`src/rtl/spi_master_param.sv`:
```
// spi_master_param
//   Full-duplex SPI master with a configurable word width, SCLK divider,
//   CPOL/CPHA mode, bit order and an active-low chip select. Everything runs
//   in the system clock domain. SCLK, MOSI and CS_N come straight from flops.
//
// Parameters
//   DATA_WIDTH  bits per transfer (>= 2)
//   CLK_DIV     system clocks per SCLK half-period (>= 1)
//   CPOL        SCLK idle level
//   CPHA        0: sample on the leading edge, 1: sample on the trailing edge
//   MSB_FIRST   1: MSB shifted first, 0: LSB shifted first
//
// Ports
//   clock      system clock
//   reset      asynchronous, active-high reset
//   data_in    word to transmit, latched when a request is accepted
//   load_data  start request, level-sampled while idle
//   busy       transfer in progress
//   done_send  one-cycle pulse at the end of a transfer
//   data_out   received word, valid from done_send until the next one
//   spi_clock  SCLK
//   spi_data   MOSI
//   spi_miso   MISO
//   spi_cs_n   active-low chip select

module spi_master_param #(
  parameter int DATA_WIDTH = 8,
  parameter int CLK_DIV    = 5,
  parameter int CPOL       = 0,
  parameter int CPHA       = 0,
  parameter int MSB_FIRST  = 1
) (
  input  logic                  clock,
  input  logic                  reset,
  input  logic [DATA_WIDTH-1:0] data_in,
  input  logic                  load_data,
  output logic                  busy,
  output logic                  done_send,
  output logic [DATA_WIDTH-1:0] data_out,
  output logic                  spi_clock,
  output logic                  spi_data,
  input  logic                  spi_miso,
  output logic                  spi_cs_n
);

  localparam logic POL = (CPOL != 0);
  localparam logic PHA = (CPHA != 0);
  localparam logic MSB = (MSB_FIRST != 0);

  // Divider counts 0..CLK_DIV-1; keep at least one bit when CLK_DIV is 1.
  localparam int DIV_W = (CLK_DIV > 1) ? $clog2(CLK_DIV) : 1;
  localparam logic [DIV_W-1:0] DIV_LAST = DIV_W'(CLK_DIV - 1);

  // Edge counter holds the number of SCLK edges produced so far: 0..2*DATA_WIDTH.
  localparam int EDGES  = 2 * DATA_WIDTH;
  localparam int EDGE_W = $clog2(EDGES + 1);
  localparam logic [EDGE_W-1:0] EDGE_LAST = EDGE_W'(EDGES);
  localparam logic [EDGE_W-1:0] EDGE_ONE  = EDGE_W'(1);

  localparam logic [1:0] IDLE  = 2'd0;
  localparam logic [1:0] XFER  = 2'd1;
  localparam logic [1:0] TRAIL = 2'd2;

  logic [1:0]            state;
  logic [DIV_W-1:0]      div_cnt;
  logic [EDGE_W-1:0]     edge_cnt;
  logic [DATA_WIDTH-1:0] tx_sr;
  logic [DATA_WIDTH-1:0] rx_sr;

  // Decoded control
  logic                  accept;
  logic                  div_wrap;
  logic                  sclk_edge;
  logic                  finish;
  logic [EDGE_W-1:0]     edge_k;
  logic                  sample_edge;
  logic                  last_edge;
  logic                  shift_edge;

  // Data path helpers
  logic                  first_bit;
  logic                  next_bit;
  logic [DATA_WIDTH-1:0] tx_rot;
  logic [DATA_WIDTH-1:0] rx_ins;

  always_comb begin
    accept    = (state == IDLE) && load_data;
    div_wrap  = (div_cnt == DIV_LAST);
    sclk_edge = (state == XFER) && div_wrap;
    finish    = (state == TRAIL) && div_wrap;

    // edge_k is the number of the SCLK edge produced on this divider wrap.
    edge_k      = edge_cnt + EDGE_ONE;
    sample_edge = edge_k[0] ^ PHA;
    last_edge   = (edge_k == EDGE_LAST);

    // The first bit is already on MOSI before edge 1, and nothing follows the
    // final bit, so exactly DATA_WIDTH-1 shifts happen in either phase.
    shift_edge = !sample_edge
               && !(PHA && (edge_k == EDGE_ONE))
               && !(!PHA && last_edge);
  end

  // The transmit register rotates rather than shifts so every stored bit
  // stays observable; the bit after the rotation is the next one to present.
  always_comb begin
    if (MSB) begin
      first_bit = data_in[DATA_WIDTH-1];
      tx_rot    = {tx_sr[DATA_WIDTH-2:0], tx_sr[DATA_WIDTH-1]};
      next_bit  = tx_rot[DATA_WIDTH-1];
      rx_ins    = {rx_sr[DATA_WIDTH-2:0], spi_miso};
    end else begin
      first_bit = data_in[0];
      tx_rot    = {tx_sr[0], tx_sr[DATA_WIDTH-1:1]};
      next_bit  = tx_rot[0];
      rx_ins    = {spi_miso, rx_sr[DATA_WIDTH-1:1]};
    end
  end

  // State register
  always_ff @(posedge clock or posedge reset) begin
    if (reset) begin
      state <= IDLE;
    end else begin
      case (state)
        IDLE: begin
          if (accept) begin
            state <= XFER;
          end
        end
        XFER: begin
          if (sclk_edge && last_edge) begin
            state <= TRAIL;
          end
        end
        TRAIL: begin
          if (finish) begin
            state <= IDLE;
          end
        end
        default: begin
          state <= IDLE;
        end
      endcase
    end
  end

  // Divider and SCLK edge counter. The divider restarts at accept so edge k
  // lands exactly k*CLK_DIV clocks after the accepting edge.
  always_ff @(posedge clock or posedge reset) begin
    if (reset) begin
      div_cnt  <= '0;
      edge_cnt <= '0;
    end else if (accept) begin
      div_cnt  <= '0;
      edge_cnt <= '0;
    end else if (state != IDLE) begin
      if (div_wrap) begin
        div_cnt <= '0;
      end else begin
        div_cnt <= div_cnt + DIV_W'(1);
      end

      if (sclk_edge) begin
        edge_cnt <= edge_k;
      end else if (finish) begin
        edge_cnt <= '0;
      end
    end
  end

  // Transmit and receive shift registers
  always_ff @(posedge clock or posedge reset) begin
    if (reset) begin
      tx_sr <= '0;
      rx_sr <= '0;
    end else if (accept) begin
      tx_sr <= data_in;
      rx_sr <= '0;
    end else if (sclk_edge) begin
      if (sample_edge) begin
        rx_sr <= rx_ins;
      end
      if (shift_edge) begin
        tx_sr <= tx_rot;
      end
    end
  end

  // SPI pins
  always_ff @(posedge clock or posedge reset) begin
    if (reset) begin
      spi_clock <= POL;
      spi_data  <= 1'b0;
      spi_cs_n  <= 1'b1;
    end else if (accept) begin
      spi_clock <= POL;
      spi_data  <= first_bit;
      spi_cs_n  <= 1'b0;
    end else if (sclk_edge) begin
      spi_clock <= ~spi_clock;
      if (shift_edge) begin
        spi_data <= next_bit;
      end
    end else if (finish) begin
      spi_data <= 1'b0;
      spi_cs_n <= 1'b1;
    end
  end

  // Processor-side status and result
  always_ff @(posedge clock or posedge reset) begin
    if (reset) begin
      busy      <= 1'b0;
      done_send <= 1'b0;
      data_out  <= '0;
    end else begin
      done_send <= 1'b0;
      if (accept) begin
        busy <= 1'b1;
      end else if (finish) begin
        busy      <= 1'b0;
        done_send <= 1'b1;
        data_out  <= rx_sr;
      end
    end
  end

endmodule

```
`config.mk`:
```
export PLATFORM = sky130hd
export DESIGN_NAME = spi_master_param
export DESIGN_NICKNAME = d
export VERILOG_FILES = /design/src/rtl/spi_master_param.sv
export SDC_FILE = /design/constraint.sdc
export NUM_CORES = 1
export LEC_CHECK = 0
export CAP_MARGIN = 10
export CORE_MARGIN = 2
export CORE_UTILIZATION = 54
export DETAILED_ROUTE_END_ITERATION = 16
export HOLD_SLACK_MARGIN = 0.06
export PLACE_DENSITY = 0.84
export SYNTH_ARGS = -nofsm -noshare
export SYNTH_HDL_FRONTEND = slang
export SYNTH_SLANG_ARGS = --single-unit
```
`constraint.sdc`:
```
create_clock -name clock -period 2.5 [get_ports clock]
set_clock_uncertainty 0.1 [all_clocks]
set_input_delay 0.375 -clock clock [delete_from_list [all_inputs] [get_ports clock]]
set_output_delay 0.375 -clock clock [all_outputs]
set_load 0.03 [all_outputs]
```
==> run_results.csv, run 1 <==
group,metric,value,unit
cts,post_cts_buffers,0,
sta,timing.slew.headroom,0.6503,
outcome,status,"finished clean",
global_routing,grt_pass1_wl,6.361,mm
die,design.die.area,3926,µm²
routing,firstDrtPassIters,4,
critical_path,worst_path_max_delay_cell,"dfrtp_1",
place,dp_hpwl,2.658,mm
logic_synthesis,synth_seq_area_share,0.5259,
global_routing,grtUsageMet3,0.05045,
cts,clk_pin_slew_worst_paths,0.12,ns
logic_synthesis,synth_top_cell_by_area,"dfrtp_1",
cells_and_area,drive_above_1_share,0.1033,
critical_path,required,2.69,ns
critical_path,ff2ff_setup_slack,0.44,ns
logic_synthesis,synthTopCellsByArea,"dfrtp_1 51%, o21ai_0 6.2%, nand2_1 4.0%",
critical_path,path_class,"flop to flop",
routing,via_per_inst,5.606,
sta,max_freq,486.0,MHz
cts,clockRootBuffer,"clkbuf_4",
die,rows,21,
logic_synthesis,ys_seq_elements,39,
sta,rsz0062_at_grt,"no",
critical_path,crit_path_end_kind,"flop",
die,die_y,62.66,µm
power,p_leak,0.9993,nW
cts,clock_path_buffers,2,
place,portBuffers,24,
routing,routed_wl,3.718,mm
cts,htreeDepth,2,
critical_path,worstSetupStartpointType,"flop",
cts,cts_resized,0,
logic_synthesis,synth_cells,189,
min_path,hold_class,"input pin to async pin",
critical_path,cp_cell_sequence,"inv_1 -> ha_1 -> and4b_1 -> and2_4 -> a21oi_1 -> a221o_1",
global_routing,grtUsageTotal,0.2070,
logic_synthesis,synth_cell_type_count,41,
cts,hold_buffers,0,
routing,ant_nets,0,
logic_synthesis,synth_edf_count,0,
power,vdd_drop_max,467.2,µV
logic_synthesis,synth_nets,204,
place,place.gp.congestion,0.8174,
cts,clkSinkCount,39,
critical_path,worst-path-buf-inv,1,
cts,cts_tree,"yes",
cts,numCtsBuffers,5,
logic_synthesis,synth_most_common_cell,"dfrtp_1",
global_routing,grt_util_met1,0.2542,
die,coreArea,3311,µm²
global_routing,antenna_found_initial,0,
logic_synthesis,synth_async_sr_flop_share,1.000,
power,power,0.001763,W
logic_synthesis,synthTopCellsByCount,"38 x dfrtp_1, 23 x o21ai_0, 20 x nand2_1, 15 x inv_1, 11 x nand3_1",
power,power_density,810.2,nW/µm²
logic_synthesis,syn_area,1858,µm²
sta,setup_viol,0,
die,die_w,62.66,µm
sta,tightestPinTransition,0.5227,ns
cells_and_area,num_antenna_cells,0,
global_routing,grt_pass1_vias,1441,
global_routing,grt-busiest-layer,"met2",
cells_and_area,fin_util,0.6572,
critical_path,crit_path_max_fanout,7,
die,initial_utilization,0.5612,
global_routing,grt_util_met2,0.3548,
cts,clk-insertion-delay-late,0.35,ns
critical_path,arrival,2.25,ns
cells_and_area,fin_nets,227,
sta,final_hold_viol_count,0,
global_routing,overflow,0,
run,maxCapViolations,0,
critical_path,path_delay_family,"compound AO/OA/AOI/OAI gates",
die,pin_count,25,
logic_synthesis,synth_top_area_frac,0.5118,
logic_synthesis,syn_avg_cell_area,9.831,µm²
global_routing,grt_max_degree,40,
sta,period_share,0.8231,
sta,tns,0,ns
routing,route.detailed.drc,0,
sta,finalMaxSlewViolations,0,
logic_synthesis,yosysWarnings,0,
routing,drtIter0Drc,75,
routing,vias,1452,
sta,whs,0.3377,ns
logic_synthesis,synth_flop_cell,"dfrtp_1",
cells_and_area,syn_to_final_growth,17.10,%
critical_path,cpPeakStageDelay,0.42,ns
routing,wire_per_inst,14.36,µm
sta,finalCriticalPeriod,2.058,ns
-- layout by cell type (no fill, tap or decap), types with 2 or more instances in the layout --
master,Yosys,layout
clkbuf_4,0,5
a21boi_0,2,2
a21oi_1,6,6
nand3_1,11,11
nand2_1,20,20
a221o_1,6,6
inv_1,15,15
ha_1,3,3
and2_4,2,2
nand2b_1,5,5
clkdlybuf4s50_1,0,24
a21o_1,2,2
o21ai_0,23,23
buf_4,0,3
nor2_1,6,6
and3_1,8,8
o22a_1,2,2
dfrtp_1,38,38
o22ai_1,2,2
nor3_1,3,3
a22o_1,2,2
and3_2,2,2
a21o_2,2,2
-- worst paths after layout --
kind                       startpoint  cells after the start        to
max                        div_cnt[0]                      6  tx_sr[1]
min in group clock           spi_cs_n                      2  spi_cs_n
min reg2reg                  spi_cs_n                      2  spi_cs_n
max in group asynchronous       reset                      3  spi_cs_n
min                             reset                      3  tx_sr[3]
max reg2reg                div_cnt[0]                      6  tx_sr[1]
-- tightest hold or removal path: cells and delay by family --
family                 cells  cell delay (ns)
buffers and inverters      3             0.87
-- power by group --
group / switching (W) / internal, W / total (W)
combinational: 0.000250 / 0.000244 / 0.000494
clock: 0.000212 / 0.000109 / 0.000320
sequential: 0.000143 / 0.000805 / 0.000949
-- flip-flops by register name, summed over array words and instances, names as in the netlist --
name	cells
data_out	8
rx_sr	8
tx_sr	8
edge_cnt	5
div_cnt	3
state	2
busy	1
done_send	1
spi_clock	1
spi_cs_n	1
spi_data	1
-- area by class of cell --
class                           instances  area [µm²]
Timing Repair Buffer                   27       262.8
Multi-Input combinational cell        124       768.2
Clock buffer                            6       41.29
Sequential cell                        39       977.2
Inverter                               15       56.30
Tap cell                               46       57.56
Clock inverter                          2       12.51
Fill cell                             299        1135
-- per-layer routing --
layer	routed length (µm)	vias up
li1	-	710
met1	1604	702
met2	1909	34
met3	149	6
met4	55	0
met5	0	-
-- cells by family (layout without fill, tap and decap cells) --
logic type               count (synthesis)  count (layout)  share of synthesized area
AND/OR/NAND/NOR                         64              64                     0.1825
AO/OA/AOI/OAI                           56              56                     0.2061
flip-flops                              39              39                     0.5259
buffers and inverters                   26              50                    0.06060
adder cells (fa/ha/maj)                  3               3                    0.02020
XOR/XNOR                                 1               1                   0.004715
-- metrics by stage --
step / worst slack [ns] / std cells / instance area [µm²]
5_1_grt: 0.3172 / 259 / 2176
2_1_floorplan: 0.5596 / 189 / 1858
3_3_place_gp: 0.5237 / 251 / 2122
4_1_cts: 0.4591 / 259 / 2176
3_5_place_dp: 0.4596 / 251 / 2122
6_report: 0.4423 / 259 / 2176
Power figures use the tool's default switching activity.
==> run 2: changes to the inputs <==
==> constraint.sdc (replaced) <==
create_clock -name clock -period 2 [get_ports clock]
set_clock_uncertainty 0.1 [all_clocks]
set_input_delay 0.3 -clock clock [delete_from_list [all_inputs] [get_ports clock]]
set_output_delay 0.3 -clock clock [all_outputs]
set_load 0.03 [all_outputs]
==> run_results.csv, run 2 (synthesis gave the netlist of run 1 again) <==
group,metric,value,unit
critical_path,required,2.11,ns
critical_path,crit_path_end_kind,"flop",
sta,rsz0062_at_grt,"no",
routing,firstDrtPassIters,4,
routing,routed_wl,3.915,mm
critical_path,path_class,"flop to flop",
cts,clkSinkCount,39,
critical_path,arrival,2.05,ns
sta,fin_ws,0.05993,ns
cts,numCtsBuffers,5,
power,p_sw_frac,0.3436,
cts,clockRootBuffer,"clkbuf_4",
cells_and_area,drive_above_1_share,0.1461,
cts,htreeDepth,2,
routing,via_per_inst,5.657,
critical_path,ff2ff_setup_slack,0.06,ns
outcome,status,"finished clean",
power,p_leak,1.028,nW
cells_and_area,final_cell_mix,"38 x dfrtp_1, 24 x clkdlybuf4s50_1, 23 x o21ai_0",
routing,drtIter0Drc,135,
global_routing,grt_pass1_vias,1484,
place,dp_slack,0.02636,ns
cells_and_area,fillers,276,
critical_path,worst_path_max_delay_cell,"dfrtp_1",
global_routing,grt_pass1_wl,6.893,mm
critical_path,worstSetupStartpointType,"flop",
sta,finalCriticalPeriod,1.940,ns
power,pwr-share-comb,0.309,
critical_path,r2r-start,"edge_cnt[1]",
global_routing,antenna_found_initial,0,
routing,route.detailed.drc,0,
min_path,hold_class,"input pin to async pin",
sta,timing.slew.headroom,0.6781,
critical_path,cp_cell_sequence,"or3b_1 -> a21o_1 -> and2_4 -> a221o_1",
die,coreArea,3311,µm²
die,die_y,62.66,µm
power,power,0.002267,W
sta,setup_viol,0,
power,vdd_drop_max,557.9,µV
power,power_density,1016,nW/µm²
cells_and_area,num_antenna_cells,0,
power,p_sw,0.0007788,W
die,rows,21,
sta,final_hold_viol_count,0,
routing,ant_nets,0,
die,die_w,62.66,µm
power,p_seq_frac,0.519,
die,initial_utilization,0.5612,
power,clock_power_share,0.173,
cts,clock_path_buffers,2,
place,place.gp.congestion,0.7560,
critical_path,crit_path_max_fanout,8,
global_routing,grt_max_degree,40,
cells_and_area,fin_nets,233,
power,p_int,0.001488,W
place,dp_hpwl,2.727,mm
die,pin_count,25,
global_routing,grtUsageTotal,0.2205,
run,maxCapViolations,0,
cells_and_area,fin_util,0.6738,
cells_and_area,reg_top3,"data_out: 8 flops, rx_sr: 8 flops, tx_sr: 8 flops",
routing,wire_per_inst,14.77,µm
cts,hold_buffers,0,
sta,tightestPinTransition,0.4828,ns
cts,clk-insertion-delay-late,0.33,ns
sta,period_share,0.9700,
sta,max_freq,515.4,MHz
cells_and_area,syn_to_final_growth,20.07,%
critical_path,timing.rr.end,"tx_sr[2]",
cells_and_area,layout_commonest_cell,"dfrtp_1",
global_routing,overflow,0,
critical_path,rr_worst_depth,4,
cts,cts_tree,"yes",
routing,vias,1499,
sta,finalMaxSlewViolations,0,
sta,tns,0,ns
place,portBuffers,24,
cts,clk_pin_slew_worst_paths,0.12,ns
die,design.die.area,3926,µm²
critical_path,cpPeakStageDelay,0.47,ns
[run 2: area by class of cell]
type | count | area (µm²) | area share
clock buffers | 6 | 41.29 | 0.01851
flip-flops and latches | 39 | 977.2 | 0.4380
inverters | 15 | 56.30 | 0.02524
well taps | 46 | 57.56 | 0.02580
repair buffers | 33 | 307.8 | 0.1380
multi-input cells | 124 | 778.2 | 0.3489
clock inverters | 2 | 12.51 | 0.005609
[run 2: metal layers]
layer / track usage / part of all wire
met1: 0.2864 / 0.44
met2: 0.3804 / 0.51
met3: 0.03063 / 0.027
met4: 0.07500 / 0.018
met5: 0 / 0
[run 2: worst max path at each step]
stage,startpoint,end,slack [ns],depth (start not counted)
finish,edge_cnt[1],tx_sr[2],0.06,4
global route,div_cnt[1],tx_sr[2],0.007,6
CTS,div_cnt[0],tx_sr[2],0.02,6
detailed placement,div_cnt[0],tx_sr[2],0.03,6
global placement,div_cnt[0],tx_sr[4],0.11,6
floorplan,div_cnt[0],tx_sr[0],0.06,8
[run 2: critical path: cells and delay by family (launching register included)]
kind               cells  cell delay (ns)
AOI/OAI and AO/OA      2             0.64
and+or+nand+nor        2             0.61
DFF                    1             0.47
[run 2: through the flow]
step | hold slack (ns) | std cells | instance area, µm²
finish | 0.2661 | 265 | 2231
global route | 0.3408 | 265 | 2231
CTS | 0.2851 | 263 | 2211
detailed placement | 0.3565 | 255 | 2152
global placement | 0.3482 | 255 | 2152
floorplan | 0.3384 | 189 | 1858
[run 2: power by group through the flow]
stage	registers (W)	logic [W]	clock network (W)
floorplan	0.00117	0.000471	0
global placement	0.00117	0.000618	0
detailed placement	0.00118	0.000666	0
CTS	0.00117	0.000670	0.000402
global route	0.00120	0.000789	0.000439
finish	0.00118	0.000700	0.000391
[run 2: what timing repair did]
item                                    4_1_cts  5_1_grt
buffers inserted                              0        2
endpoints found under the setup margin        4       16
gates resized for setup                       2        2
pin swaps                                     0        1
==> run 3: changes to the inputs <==
--- a/config.mk
+++ b/config.mk
@@ -7,10 +7,10 @@
 export LEC_CHECK = 0
 export CAP_MARGIN = 10
 export CORE_MARGIN = 2
-export CORE_UTILIZATION = 54
+export CORE_UTILIZATION = 25
 export DETAILED_ROUTE_END_ITERATION = 16
-export HOLD_SLACK_MARGIN = 0.06
-export PLACE_DENSITY = 0.84
+export HOLD_SLACK_MARGIN = 0.12
+export PLACE_DENSITY = 0.48
 export SYNTH_ARGS = -nofsm -noshare
 export SYNTH_HDL_FRONTEND = slang
 export SYNTH_SLANG_ARGS = --single-unit
==> run_results.csv, run 3 (synthesis gave the netlist of run 1 again) <==
group,metric,value,unit
cells_and_area,syn_to_final_growth,29.90,%
cts,clk-insertion-delay-late,0.29,ns
routing,wire_per_inst,12.69,µm
routing,vias,1471,
cells_and_area,layout_commonest_cell,"dfrtp_1",
cts,cts_tree,"yes",
sta,fin_ws,0.08207,ns
cells_and_area,drive_above_1_share,0.1637,
critical_path,ff2ff_setup_slack,0.08,ns
place,place_inst,315,
critical_path,timing.rr.end,"tx_sr[4]",
die,coreArea,7214,µm²
critical_path,r2r-start,"edge_cnt[1]",
cells_and_area,final_cell_mix,"38 x dfrtp_1, 24 x clkdlybuf4s50_1, 23 x o21ai_0",
power,power_density,1025,nW/µm²
power,p_leak,1.095,nW
sta,setup_viol,0,
global_routing,grtUsageTotal,0.1080,
min_path,hold_class,"input pin to async pin",
critical_path,critPathCapture,"tx_sr[4]",
routing,firstDrtPassIters,4,
sta,finalMaxSlewViolations,0,
die,design.die.area,8138,µm²
critical_path,startpoint,"edge_cnt[1]",
place,dp_hpwl,2.823,mm
critical_path,path_class,"flop to flop",
die,rows,31,
sta,tns,0,ns
run,maxCapViolations,0,
critical_path,worstSetupStartpointType,"flop",
cells_and_area,fin_util,0.3345,
routing,via_per_inst,4.526,
critical_path,rr_worst_depth,4,
cts,clock_path_buffers,2,
place,place.gp.congestion,0.7279,
cells_and_area,regArea,977.2,µm²
cts,numCtsBuffers,5,
cells_and_area,layoutNonFillerInstCount,325,
global_routing,grt_pass1_wl,7.086,mm
die,die_w,90.21,µm
global_routing,antenna_found_initial,0,
cts,clkSinkCount,39,
cts,clk_pin_slew_worst_paths,0.09,ns
cells_and_area,reg_top3,"data_out: 8 flops, rx_sr: 8 flops, tx_sr: 8 flops",
cts,hold_buffers,0,
sta,tightestPinTransition,0.3814,ns
cts,htreeDepth,2,
sta,rsz0062_at_grt,"no",
sta,timing.slew.headroom,0.7457,
power,vdd_drop_max,411.2,µV
die,initial_utilization,0.2575,
routing,route.detailed.drc,0,
place,dp_slack,0.08711,ns
sta,max_freq,521.4,MHz
critical_path,required,2.07,ns
global_routing,overflow,0,
critical_path,crit_path_end_kind,"flop",
die,die_y,90.21,µm
cells_and_area,fillers,761,
sta,period_share,0.9590,
sta,final_hold_viol_count,0,
routing,drtIter0Drc,74,
die,pin_count,25,
global_routing,grt_pass1_vias,1460,
routing,routed_wl,4.123,mm
global_routing,grt_max_degree,40,
critical_path,crit_path_max_fanout,8,
cts,clockRootBuffer,"clkbuf_8",
cells_and_area,fin_nets,240,
outcome,status,"finished clean",
sta,finalCriticalPeriod,1.918,ns
sta,whs,0.2548,ns
cells_and_area,multi_input_area,772.0,µm²
place,portBuffers,24,
routing,ant_nets,0,
critical_path,arrival,1.99,ns
cells_and_area,num_antenna_cells,0,
-- run 3: cell count changes in the layout (fill, tap and decap cells not counted), sizes merged --
cell	delta
buf	+7
-- run 3: report_power, final --
group | internal, W | total [W] | switching, W
Combinational | 0.000376 | 0.000728 | 0.000352
Clock | 0.000282 | 0.000582 | 0.000300
Sequential | 0.00101 | 0.00116 | 0.000157
-- run 3: critical path, cell delays in order, from the launching register on --
cell	delay (ns)
dfrtp_1	0.47
or3b_1	0.40
a21o_1	0.28
and2_4	0.20
a221o_1	0.35
-- run 3: area by class of cell --
type	count	share of cell area
Inverter	15	0.02333
Sequential cell	39	0.4049
Tap cell	99	0.05132
Multi-Input combinational cell	124	0.3199
Clock buffer	6	0.03421
Timing Repair Buffer	40	0.1597
Clock inverter	2	0.006739
-- run 3: metrics by stage --
stage | power (W) | cell area (µm²)
6_report | 0.002475 | 2414
2_1_floorplan | 0.001638 | 1858
3_5_place_dp | 0.001881 | 2296
5_1_grt | 0.002673 | 2414
3_3_place_gp | 0.001873 | 2296
4_1_cts | 0.002470 | 2395
-- run 3: what timing repair did --
item,in CTS,in global routing
resized for setup,0,1
endpoints found under the setup margin,0,6
hold endpoints to repair,0,0
buffers inserted,0,2
-- run 3: worst min-delay path by stage --
stage / startpoint / endpoint / slack (ns) / depth (start not counted)
after floorplan: rx_sr[7] / data_out[7] / 0.34 / 2
after global placement: spi_cs_n / spi_cs_n / 0.35 / 2
after detailed placement: spi_cs_n / spi_cs_n / 0.35 / 2
after CTS: reset / busy / 0.26 / 3
after global routing: reset / busy / 0.29 / 3
final: reset / busy / 0.25 / 3
-- run 3: per-layer routing --
metal | vias up | GRT usage | wire length (µm)
li1 | 736 | - | -
met1 | 714 | 0.1523 | 2169
met2 | 19 | 0.1610 | 1784
met3 | 2 | 0.02934 | 137
met4 | 0 | 0.03462 | 31
met5 | - | 0 | 0
